[config.mk]
export PLATFORM = sky130hd
export DESIGN_NAME = ro_freq_counter
export DESIGN_NICKNAME = d
export VERILOG_FILES = /design/src/rtl/ro_meas_pkg.sv /design/src/rtl/ro_edge_sync.sv /design/src/rtl/ro_freq_counter.sv
export SDC_FILE = /design/constraint.sdc
export NUM_CORES = 1
export LEC_CHECK = 0
export ABC_AREA = 1
export CAP_MARGIN = 0
export CORE_UTILIZATION = 40
export DETAILED_ROUTE_END_ITERATION = 7
export PLACE_DENSITY = 0.65
export SLEW_MARGIN = 20
export SYNTH_ARGS = -nofsm -noshare
export SYNTH_HDL_FRONTEND = slang
export SYNTH_SLANG_ARGS = --single-unit
[constraint.sdc]
create_clock -name clk -period 5 [get_ports clk]
set_input_delay 0.75 -clock clk [delete_from_list [all_inputs] [get_ports clk]]
set_output_delay 0.75 -clock clk [all_outputs]
set_load 0.01 [all_outputs]
[src/rtl/ro_meas_pkg.sv]
// Shared types and default widths for the ring-oscillator frequency counter.
package ro_meas_pkg;

    typedef enum logic [1:0] {
        IDLE,
        ARM,
        COUNT,
        DONE
    } meas_state_t;

    localparam int CNT_W_DEF  = 24;
    localparam int GATE_W_DEF = 24;

endpackage

[src/rtl/ro_edge_sync.sv]
// Synchronizer chain for the selected RO output plus a rising-edge detector whose
// history flop only moves when primed or while counting.
module ro_edge_sync #(
    parameter int SYNC_STAGES = 2
) (
    input  logic clk,
    input  logic rst,
    input  logic d,
    input  logic prime,
    input  logic en,
    output logic rise
);

    (* ASYNC_REG = "TRUE", keep = "true" *) logic [SYNC_STAGES-1:0] sync_p0;
    (* keep = "true" *) logic hist_p1;
    logic lvl;

    assign lvl  = sync_p0[SYNC_STAGES-1];
    assign rise = en & lvl & ~hist_p1;

    // Stage boundary: raw input -> synchronized level -> edge history
    always_ff @(posedge clk or posedge rst) begin
        if (rst) begin
            sync_p0 <= '0;
            hist_p1 <= 1'b0;
        end else begin
            sync_p0 <= {sync_p0[SYNC_STAGES-2:0], d};
            if (prime || en)
                hist_p1 <= lvl;
        end
    end

endmodule

[src/rtl/ro_freq_counter.sv]
// Measures the rising-edge count of one selected RO channel over a gate window of clk
// cycles; the result is held with its channel and a saturation flag until the next done.
module ro_freq_counter
    import ro_meas_pkg::*;
#(
    parameter int N_CH        = 8,
    parameter int CNT_W       = CNT_W_DEF,
    parameter int GATE_W      = GATE_W_DEF,
    parameter int SYNC_STAGES = 2,
    localparam int CH_W       = (N_CH > 1) ? $clog2(N_CH) : 1
) (
    input  logic              clk,
    input  logic              rst,
    input  logic [N_CH-1:0]   ro_in,
    input  logic              start,
    input  logic [CH_W-1:0]   ch_sel,
    input  logic [GATE_W-1:0] gate_cycles,
    output logic              busy,
    output logic              done,
    output logic [CNT_W-1:0]  result,
    output logic [CH_W-1:0]   result_ch,
    output logic              overflow
);

    localparam int ARM_W = $clog2(SYNC_STAGES + 1);
    localparam logic [CNT_W-1:0] CNT_MAX = '1;

    meas_state_t       state;
    logic [CH_W-1:0]   ch_lat;
    logic [GATE_W-1:0] gate_cnt;
    logic [ARM_W-1:0]  arm_cnt;
    logic [CNT_W-1:0]  edge_cnt;
    logic              ovf_flag;

    logic              ro_mux;
    logic              prime;
    logic              counting;
    logic              rise;
    logic [CNT_W-1:0]  cnt_nxt;
    logic              ovf_hit;
    logic              ovf_nxt;
    logic [CH_W-1:0]   ch_ok;

    // Returns {overflow_hit, next_count}; the count sticks at its maximum instead of wrapping.
    function automatic logic [CNT_W:0] sat_inc(input logic [CNT_W-1:0] cnt, input logic inc);
        if (!inc)
            return {1'b0, cnt};
        if (cnt == CNT_MAX)
            return {1'b1, cnt};
        return {1'b0, cnt + CNT_W'(1)};
    endfunction

    assign ch_ok    = (int'(ch_sel) < N_CH) ? ch_sel : '0;
    assign ro_mux   = ro_in[ch_lat];
    assign prime    = (state == ARM) && (arm_cnt == ARM_W'(SYNC_STAGES));
    assign counting = (state == COUNT);
    assign {ovf_hit, cnt_nxt} = sat_inc(edge_cnt, rise);
    assign ovf_nxt  = ovf_flag | ovf_hit;

    ro_edge_sync #(
        .SYNC_STAGES(SYNC_STAGES)
    ) u_sync (
        .clk  (clk),
        .rst  (rst),
        .d    (ro_mux),
        .prime(prime),
        .en   (counting),
        .rise (rise)
    );

    always_ff @(posedge clk or posedge rst) begin
        if (rst) begin
            state     <= IDLE;
            busy      <= 1'b0;
            done      <= 1'b0;
            result    <= '0;
            result_ch <= '0;
            overflow  <= 1'b0;
            ch_lat    <= '0;
            gate_cnt  <= '0;
            arm_cnt   <= '0;
            edge_cnt  <= '0;
            ovf_flag  <= 1'b0;
        end else begin
            done <= 1'b0;
            case (state)
                IDLE, DONE: begin
                    if (start) begin
                        state    <= ARM;
                        busy     <= 1'b1;
                        ch_lat   <= ch_ok;
                        gate_cnt <= gate_cycles;
                        arm_cnt  <= '0;
                        edge_cnt <= '0;
                        ovf_flag <= 1'b0;
                    end else begin
                        state <= IDLE;
                    end
                end
                // ARM gives the synchronizer time to flush the previous channel's level.
                ARM: begin
                    if (prime) begin
                        if (gate_cnt == '0) begin
                            state     <= DONE;
                            busy      <= 1'b0;
                            done      <= 1'b1;
                            result    <= '0;
                            overflow  <= 1'b0;
                            result_ch <= ch_lat;
                        end else begin
                            state <= COUNT;
                        end
                    end else begin
                        arm_cnt <= arm_cnt + ARM_W'(1);
                    end
                end
                COUNT: begin
                    edge_cnt <= cnt_nxt;
                    ovf_flag <= ovf_nxt;
                    if (gate_cnt == GATE_W'(1)) begin
                        state     <= DONE;
                        busy      <= 1'b0;
                        done      <= 1'b1;
                        result    <= cnt_nxt;
                        overflow  <= ovf_nxt;
                        result_ch <= ch_lat;
                    end else begin
                        gate_cnt <= gate_cnt - GATE_W'(1);
                    end
                end
                default: state <= IDLE;
            endcase
        end
    end

endmodule

[Yosys cells after proc, flatten, opt, wreduce, memory -nomap -nowiden]
Index checks and enable logic that the tools add are counted.
Word-level totals
  bits in registers: 89
  word-level logic and storage cells: 90
Cells by class
  add/subtract/negate cells: 3
  magnitude comparators: 1
  eq/ne operators: 12
  multiplexer cells: 42
  bitwise gates (word level): 4
  reduce and logical (&&, ||, !) cells: 15
Operators by type and width (count)
  two-way mux 24 bit: 6
  one-hot mux 24 bit (2 select lines): 3
  two-way mux 25 bit: 4
  adder 24 x 1 -> 24 bit (second input constant): 1
  == test 24 x 1 -> 1 bit (second input constant): 1
  == test 24 bit (second input constant): 1
  logical NOT 24 bit: 1
  subtractor 24 x 1 -> 24 bit (second input constant): 1
  two-way mux 1 bit: 14
  two-way mux 3 bit: 3
  two-way mux 2 bit: 4
  inequality test 2 bit (second input constant): 4
  AND reduction 4 bit: 2
  == test 2 bit (second input constant): 3
  one-hot mux 1 bit (2 select lines): 3
  one-hot mux 2 bit (3 select lines): 1
  one-hot mux 3 bit (2 select lines): 1
  AND reduction 2 bit: 3
  AND reduction 3 bit: 2
  nonzero test 2 bit: 3
  < comparator 3 x 4 -> 1 bit (second input constant): 1
  inequality test 2 x 1 -> 1 bit (second input constant): 2
  one-hot mux 2 bit (2 select lines): 1
  binary-select mux 1 bit (select 3 bit): 1
  10 further kinds: 11

[Longest topological paths before layout]
Gate-level depths: netlist (run 1).
  depth in word-level cells: 10
  depth in mapped cells: 12

[By module]
Synthesis (run 1) repeated with hierarchy kept, for this count alone.
Second synthesis, totals
  cell total of the unflattened synthesis: 768
  area, all modules: 5531.6 µm²
Modules (own cells, without submodules)
  ro_freq_counter: instances 1, cells an instance 758, area each 5429.0 µm²
  ro_edge_sync: instances 1, cells an instance 10, area each 102.6 µm²

[Least setup slack after synthesis (run 1)]
Ideal clock, no wire load.
  path type: input to register
  start: in start
  end: reg gate_cnt[21]
  arrival: 1.616 ns
  slack: 3.263 ns
  stages: 9
  cells stage by stage: nor2_2 inv_1 nand2_2 inv_2 o21ai_2 buf_2 nor2_1 nand2_1 o21ai_1
On the way
  cells in the longest elaborated chain, start to end: 2
Ends and longest elaborated chain
  from (decl): line ro_freq_counter.sv:15  | input logic start,
  inequality test 2 bit (no line)
  AND reduction 3 bit (no line)
  to (signal assigned): line ro_freq_counter.sv:92  | gate_cnt <= gate_cycles;
  to (signal assigned): line ro_freq_counter.sv:128  | gate_cnt <= gate_cnt - GATE_W'(1);
  to (decl): line ro_freq_counter.sv:30  | logic [GATE_W-1:0] gate_cnt;
Every way passes these cells.
A chain may end at the register's enable or synchronous reset.

[Worst setup path in the final report (run 1)]
  start: reg state[0]
  end: reg edge_cnt[23]
On the way
  cells in the longest elaborated chain, start to end: 5
  elaborated cells between the ends (all ways): 11
  those cells by class: 3 x eq/ne; 2 x mux; 2 x bitwise; 4 x reduce/logical
Ends and longest elaborated chain
  from (decl): line ro_freq_counter.sv:28  | meas_state_t state;
  from (signal assigned): line ro_freq_counter.sv:73  | state <= IDLE;
  from (signal assigned): line ro_freq_counter.sv:89  | state <= ARM;
  from (signal assigned): line ro_freq_counter.sv:97  | state <= IDLE;
  == test 2 bit: line ro_freq_counter.sv:56, ro_freq_counter.sv:86
  AND 1 bit (2 in a row): line ro_edge_sync.sv:19  | assign rise = en & lvl & ~hist_p1;
  two-way mux 25 bit: line ro_freq_counter.sv:48  | if (cnt == CNT_MAX)
  one-hot mux 24 bit (2 select lines): line ro_freq_counter.sv:86  | case (state)
  to (signal assigned): line ro_freq_counter.sv:118  | edge_cnt <= cnt_nxt;
  to (decl): line ro_freq_counter.sv:32  | logic [CNT_W-1:0] edge_cnt;
Parallel ways exist; a longest one is shown, timed or not.

==> impl_metrics.yaml, run 1 <==
status:
  status: "completed"
synthesis:
  yosys_register_bits: 89
  synth_cell_types: 38
  yosys-top-cells-area: "dfrtp_1, nand2_1, nor2_1, inv_1, nand3_1"
  synth_top_cell_area_share: 0.401
  yosys.area_share.adder: 0.0158
  synth_ff_type: "dfrtp_1"
  yosysWarnings: 0
  syn_area_um2: 5560
  synth_compound_area_frac: 0.113
  synth-seq-area-share: 0.401
  syn_avg_cell_area_um2: 7.26
  synth_fp_nets: 810
  async_flop_share: 1.00
  synth_xor_area_frac: 0.0173
  post-synth-top-count-cell: "nand2_1"
  synth_edf_count: 0
  synth_common_cells: "nand2_1, nor2_1, dfrtp_1, inv_1, nand3_1"
  synthSimpleGateAreaFrac: 0.374
  synth_top_family_by_area: "simple AND/OR/NAND/NOR gates"
  synth.area.mux_share: 0
  synthCells: 765
  yosysTopAreaCell: "dfrtp_1"
detailed_routing:
  postRouteWirelength_um: 12600
  drt_iter0_drc: 283
  via_per_inst: 4.85
  drtAntennaViolNets: 0
  wl_per_cell_um: 12.6
  vias: 4848
  drc: 0
  dr.pass1.iters: 4
grt:
  grt_usage: 0.191
  grt_remaining_overflow: 0
  antenna_found_initial: 0
  grt_first_pass_wirelength_um: 21800
  grt_pass1_vias: 4605
  grt_max_degree: 61
setup_path:
  reg2reg_from: "state[0]"
  cp-end-kind: "flop"
  crit_chain: "inv_1 -> ha_2 -> buf_4 -> nand3_2 -> inv_1 -> nand4_1 -> nor2_2 -> nand2_1 -> nand2_1 -> nand3_1 -> o21ai_1"
  crit_type: "reg2reg"
  r2r-end: "edge_cnt[23]"
  required_ps: 5260
  start_kind: "flop"
  crit_fanout: 60
  cp_slowest_cell: "inv_1"
  ff2ff_setup_slack_ps: 1870
  cp.arrival_ps: 3400
  slowest_delay_ps: 750
  r2r_cells: 11
final_layout:
  design_area_um2: 6630
  antenna_cells: 0
  fill_cells: 1336
  drive_above_1_share: 0.117
  multi_input_area_um2: 2890
  fin_util: 0.495
  area_growth_pct: 19.3
  ff_latch_area_um2: 2230
  fin_nets: 863
sta:
  tightest_slew_ps: 911
  worst_hold_slack_ps: 352
  rsz0062_at_grt: "no"
  max_freq_mhz: 319
  setup_viol: 0
  tns_ps: 0
  slew_viol_final: 0
  maxSlewHeadroom: 0.392
  fin_crit_sh: 0.627
  worst_clock_skew_ps: 5.93
  hold_violations: 0
  fin_crit_ps: 3130
place:
  placed_cell_area_um2: 6300
  portBuffers: 67
  dp_hpwl_um: 8920
  gp_congestion: 0.909
power:
  vdd_drop_max_mv: 0.375
  power_switching_mw: 1.57
  leakagePower_nw: 2.92
  p_seq_frac: 0.325
  clockPowerShare: 0.207
  intPower_mw: 1.95
  p_comb_frac: 0.469
  powerDensity_nw_per_um2: 531
  p_sw_frac: 0.447
min_path:
  hp-class: "reg2reg"
  hold_depth: 0
  min_to: "u_sync.sync_p0[1]"
  holdCritStartpoint: "u_sync.sync_p0[0]"
clocking:
  cts_htree_levels: 3
  cts_tree: "done"
  cts_setup_buffers: 0
  cts.repair.resized: 0
  clock_latency_ps: 350
  clk_path_buf_depth: 2
  numCtsBuffers: 9
  root_buffer: "clkbuf_16"
  clkTransAtPathRegs_ps: 60
  clock-sinks: 89
  hold_buffers: 0
job:
  maxCapViolCount: 0
floorplanning:
  die_w_um: 120
  initial_core_util: 0.415
  io_pins: 68
  rows: 42
  die_h_um: 120
  die_area_um2: 14400
  core_area_um2: 13400
-- cells in the final DEF (no fill, tap or decap), types with 2 or more instances in the layout --
cell type        Yosys  routed
nand2_4              2       2
nand3_2             18      18
o21ai_1             16      16
clkbuf_16            0       9
inv_2                4       4
o211ai_1             5       5
buf_4                1       3
o22ai_1              3       3
nor2_1              94      94
and2_1               2       2
xnor2_1              2       2
clkdlybuf4s50_1      0      67
inv_4                1       2
nor2_2              15      15
ha_1                 7       6
a21oi_1             12      12
nand2_2              8       8
or2_2                4       4
nor2_4               6       6
a31oi_1             10      10
o21ai_0             40      40
xor2_1               9       9
nand4_1             16      16
o21ai_2             15      15
nand3_1             45      45
clkbuf_8             0       5
nand2_1            239     239
dfrtp_1             89      89
inv_1               66      65
o21bai_1             3       3
-- stage by stage --
| step | cells | power, mW | setup WS, ps |
|---|---|---|---|
| 4_1_cts | 999 | 3.56 | 1830 |
| 5_1_grt | 999 | 3.85 | 1460 |
| 3_3_place_gp | 983 | 2.80 | 1970 |
| 6_report | 999 | 3.52 | 1870 |
| 3_5_place_dp | 983 | 2.82 | 1860 |
| 2_1_floorplan | 765 | 2.44 | 1940 |
-- cell type report --
| cell class | count | share of cell area |
|---|---|---|
| Timing Repair Buffer | 70 | 0.105 |
| Sequential cell | 89 | 0.336 |
| Inverter | 71 | 0.0410 |
| Tap cell | 176 | 0.0332 |
| Multi-Input combinational cell | 577 | 0.436 |
| Clock inverter | 1 | 0.00453 |
| Clock buffer | 15 | 0.0449 |
-- kinds of logic after synthesis --
kind of cell,count (synthesis)
and+or+nand+nor,453
adders and majority gates,7
AOI/OAI and AO/OA,106
xor gates and xnor gates,11
DFF,89
buffers and inverters,99
-- worst max-delay path by stage --
stage,endpoint,start,cells after the start
after floorplan,arm_cnt[0],rst,1
after global placement,edge_cnt[23],state[0],11
after detailed placement,edge_cnt[23],state[0],11
after CTS,edge_cnt[23],state[0],11
after global routing,edge_cnt[21],state[0],11
final,edge_cnt[23],state[0],11
-- power by group through the flow --
stage                     registers, mW  logic (mW)  clock network (mW)
after floorplan                    1.13        1.31                   0
after global placement             1.15        1.65                   0
after detailed placement           1.15        1.67                   0
after CTS                          1.14        1.67               0.747
after global routing               1.18        1.90               0.776
final                              1.14        1.65               0.728
-- metal layers --
layer  track usage  share of wire  vias up
li1              -              -     2566
met1         0.266           0.50     2208
met2         0.298           0.45       64
met3        0.0247          0.026       10
met4        0.0797          0.016        0
met5             0              0        -
-- registers in the layout, indices dropped and copies added (netlist names) --
| name | count |
|---|---|
| u_sync.hist_p1 | 1 |
| arm_cnt | 2 |
| ch_lat | 3 |
| done | 1 |
| u_sync.sync_p0 | 2 |
| result | 24 |
| result_ch | 3 |
| gate_cnt | 24 |
| state | 2 |
| overflow | 1 |
| busy | 1 |
| edge_cnt | 24 |
| ovf_flag | 1 |
-- critical path, delay by kind of cell (launching register included) --
family / cells / cell delay [ps]
buffers and inverters: 3 / 1370
DFF: 1 / 380
adders and majority gates: 1 / 190
and+or+nand+nor: 6 / 950
AOI/OAI and AO/OA: 1 / 150
No activity file was read; power rests on OpenSTA's default activity.
==> inputs of run 2 (changes only) <==
==> constraint.sdc (replaced) <==
create_clock -name clk -period 3.1 [get_ports clk]
set_input_delay 0.465 -clock clk [delete_from_list [all_inputs] [get_ports clk]]
set_output_delay 0.465 -clock clk [all_outputs]
set_load 0.01 [all_outputs]
==> run 2 against run 1 <==
  * Clock power grew 36%
  * Largest cell class unchanged
  * Die area is the same
  * Largest power group unchanged
  * Critical path type unchanged
  * Clock skew shrank 1.5 ps
  * Critical endpoint is now result_ch[1]
  * Register-to-register slack lost 1100 ps
  * Wire length grew 0.21%
  * Sequential power grew 61%
  * Utilization shrank 0.23 points
==> impl_metrics.yaml, run 2 (synthesis gave the netlist of run 1 again) <==
power:
  p_seq_frac: 0.335
  powerDensity_nw_per_um2: 835
  p_sw_frac: 0.459
  vdd_drop_max_mv: 0.557
  p_comb_frac: 0.485
  intPower_mw: 2.98
  power_mw: 5.51
  clockPowerShare: 0.180
  leakagePower_nw: 2.92
  power_switching_mw: 2.53
final_layout:
  reg_top3: "edge_cnt: 24 flops, gate_cnt: 24 flops, result: 24 flops"
  drive_above_1_share: 0.119
  antenna_cells: 0
  design_area_um2: 6600
  fin_nets: 866
  final_common_cell: "nand2_1"
  final_cell_mix: "nand2_1, nor2_1, dfrtp_1, clkdlybuf4s50_1, inv_1"
  area_growth_pct: 18.8
setup_path:
  cp-end-kind: "flop"
  start_kind: "flop"
  cp.arrival_ps: 2510
  crit_type: "reg2reg"
  crit_fanout: 59
  required_ps: 3330
place:
  gp_congestion: 0.866
  place_ws_ps: 789
  portBuffers: 67
  placed_cell_area_um2: 6340
  dp_hpwl_um: 9150
detailed_routing:
  vias: 4878
  drc: 0
  drtAntennaViolNets: 0
  dr.pass1.iters: 5
  via_per_inst: 4.87
  wl_per_cell_um: 12.6
  postRouteWirelength_um: 12600
  drt_iter0_drc: 274
clocking:
  cts.repair.resized: 0
  numCtsBuffers: 9
  clkTransAtPathRegs_ps: 60
  clock_latency_ps: 350
  hold_buffers: 0
  cts_htree_levels: 3
  clock-sinks: 89
  cts_setup_buffers: 0
  cts_tree: "done"
  root_buffer: "clkbuf_16"
  clk_path_buf_depth: 2
grt:
  grt_max_degree: 60
  grt_usage: 0.192
  antenna_found_initial: 0
  grt_remaining_overflow: 0
  grt_first_pass_wirelength_um: 22000
  grt_pass1_vias: 4638
floorplanning:
  die_h_um: 120
  die_area_um2: 14400
  rows: 42
  initial_core_util: 0.415
  die_w_um: 120
  core_area_um2: 13400
  io_pins: 68
sta:
  setup_viol: 0
  worst_hold_slack_ps: 353
  fin_crit_sh: 0.737
  max_freq_mhz: 438
  fin_crit_ps: 2280
  tightest_slew_ps: 651
  worst_clock_skew_ps: 4.46
  rsz0062_at_grt: "no"
  slew_viol_final: 0
  tns_ps: 0
  maxSlewHeadroom: 0.566
  worst_slack_ps: 816
  hold_violations: 0
status:
  status: "completed"
job:
  maxCapViolCount: 0
min_path:
  hp-class: "reg2reg"
==> run 2: cell types whose count changed in the layout (fill, tap and decap cells not counted) <==
cell | previous run | this run
clkinv_2 | 0 | 5
inv_4 | 2 | 1
buf_12 | 0 | 1
bufinv_16 | 1 | 0
clkbuf_8 | 5 | 1
buf_4 | 3 | 5
==> run 2: layout make-up <==
class                      count  area (um2)
multi-input combinational    577        2890
inverter                      71         270
fill                        1343        6800
tap                          176         220
clock buffer                  11         243
clock inverter                 4        20.0
sequential                    89        2230
timing repair buffer          73         728
==> run 2: stage by stage <==
stage | utilization | std cells
floorplan | - | 765
global placement | 0.473 | 986
detailed placement | 0.473 | 986
CTS | 0.492 | 1001
global route | 0.492 | 1001
finish | 0.492 | 1001
==> run 2: worst paths after layout <==
check | start | to | slack (ps) | depth (start not counted)
worst min-delay path | u_sync.sync_p0[0] | u_sync.sync_p0[1] | 350 | 0
worst max-delay path | state[0] | result_ch[1] | 820 | 10
max in group asynchronous | rst | result[18] | 1960 | 3
min in group asynchronous | rst | ch_lat[1] | 430 | 2
worst min register to register | u_sync.sync_p0[0] | u_sync.sync_p0[1] | 350 | 0
worst max register to register | state[0] | result_ch[1] | 820 | 10
==> run 2: power by group through the flow <==
stage / logic, mW / clock network [mW] / registers, mW
final: 2.67 / 0.992 / 1.84
after global routing: 3.09 / 1.06 / 1.91
after CTS: 2.72 / 1.03 / 1.85
after detailed placement: 2.72 / 0 / 1.86
after global placement: 2.66 / 0 / 1.86
after floorplan: 2.12 / 0 / 1.82
==> run 2: critical path, stage by stage (launching register included) <==
cell	delay (ps)
dfrtp_1	380
inv_1	80
ha_2	210
buf_4	520
nor2_1	80
inv_1	80
nand2_2	80
nor2_8	230
inv_4	220
nand2_1	160
o21ai_2	60
==> run 2: layer usage <==
metal | share of wire | vias to the layer above | global-route usage
li1 | - | 2571 | -
met1 | 0.49 | 2203 | 0.263
met2 | 0.46 | 90 | 0.305
met3 | 0.034 | 14 | 0.0290
met4 | 0.017 | 0 | 0.0766
met5 | 0 | - | 0
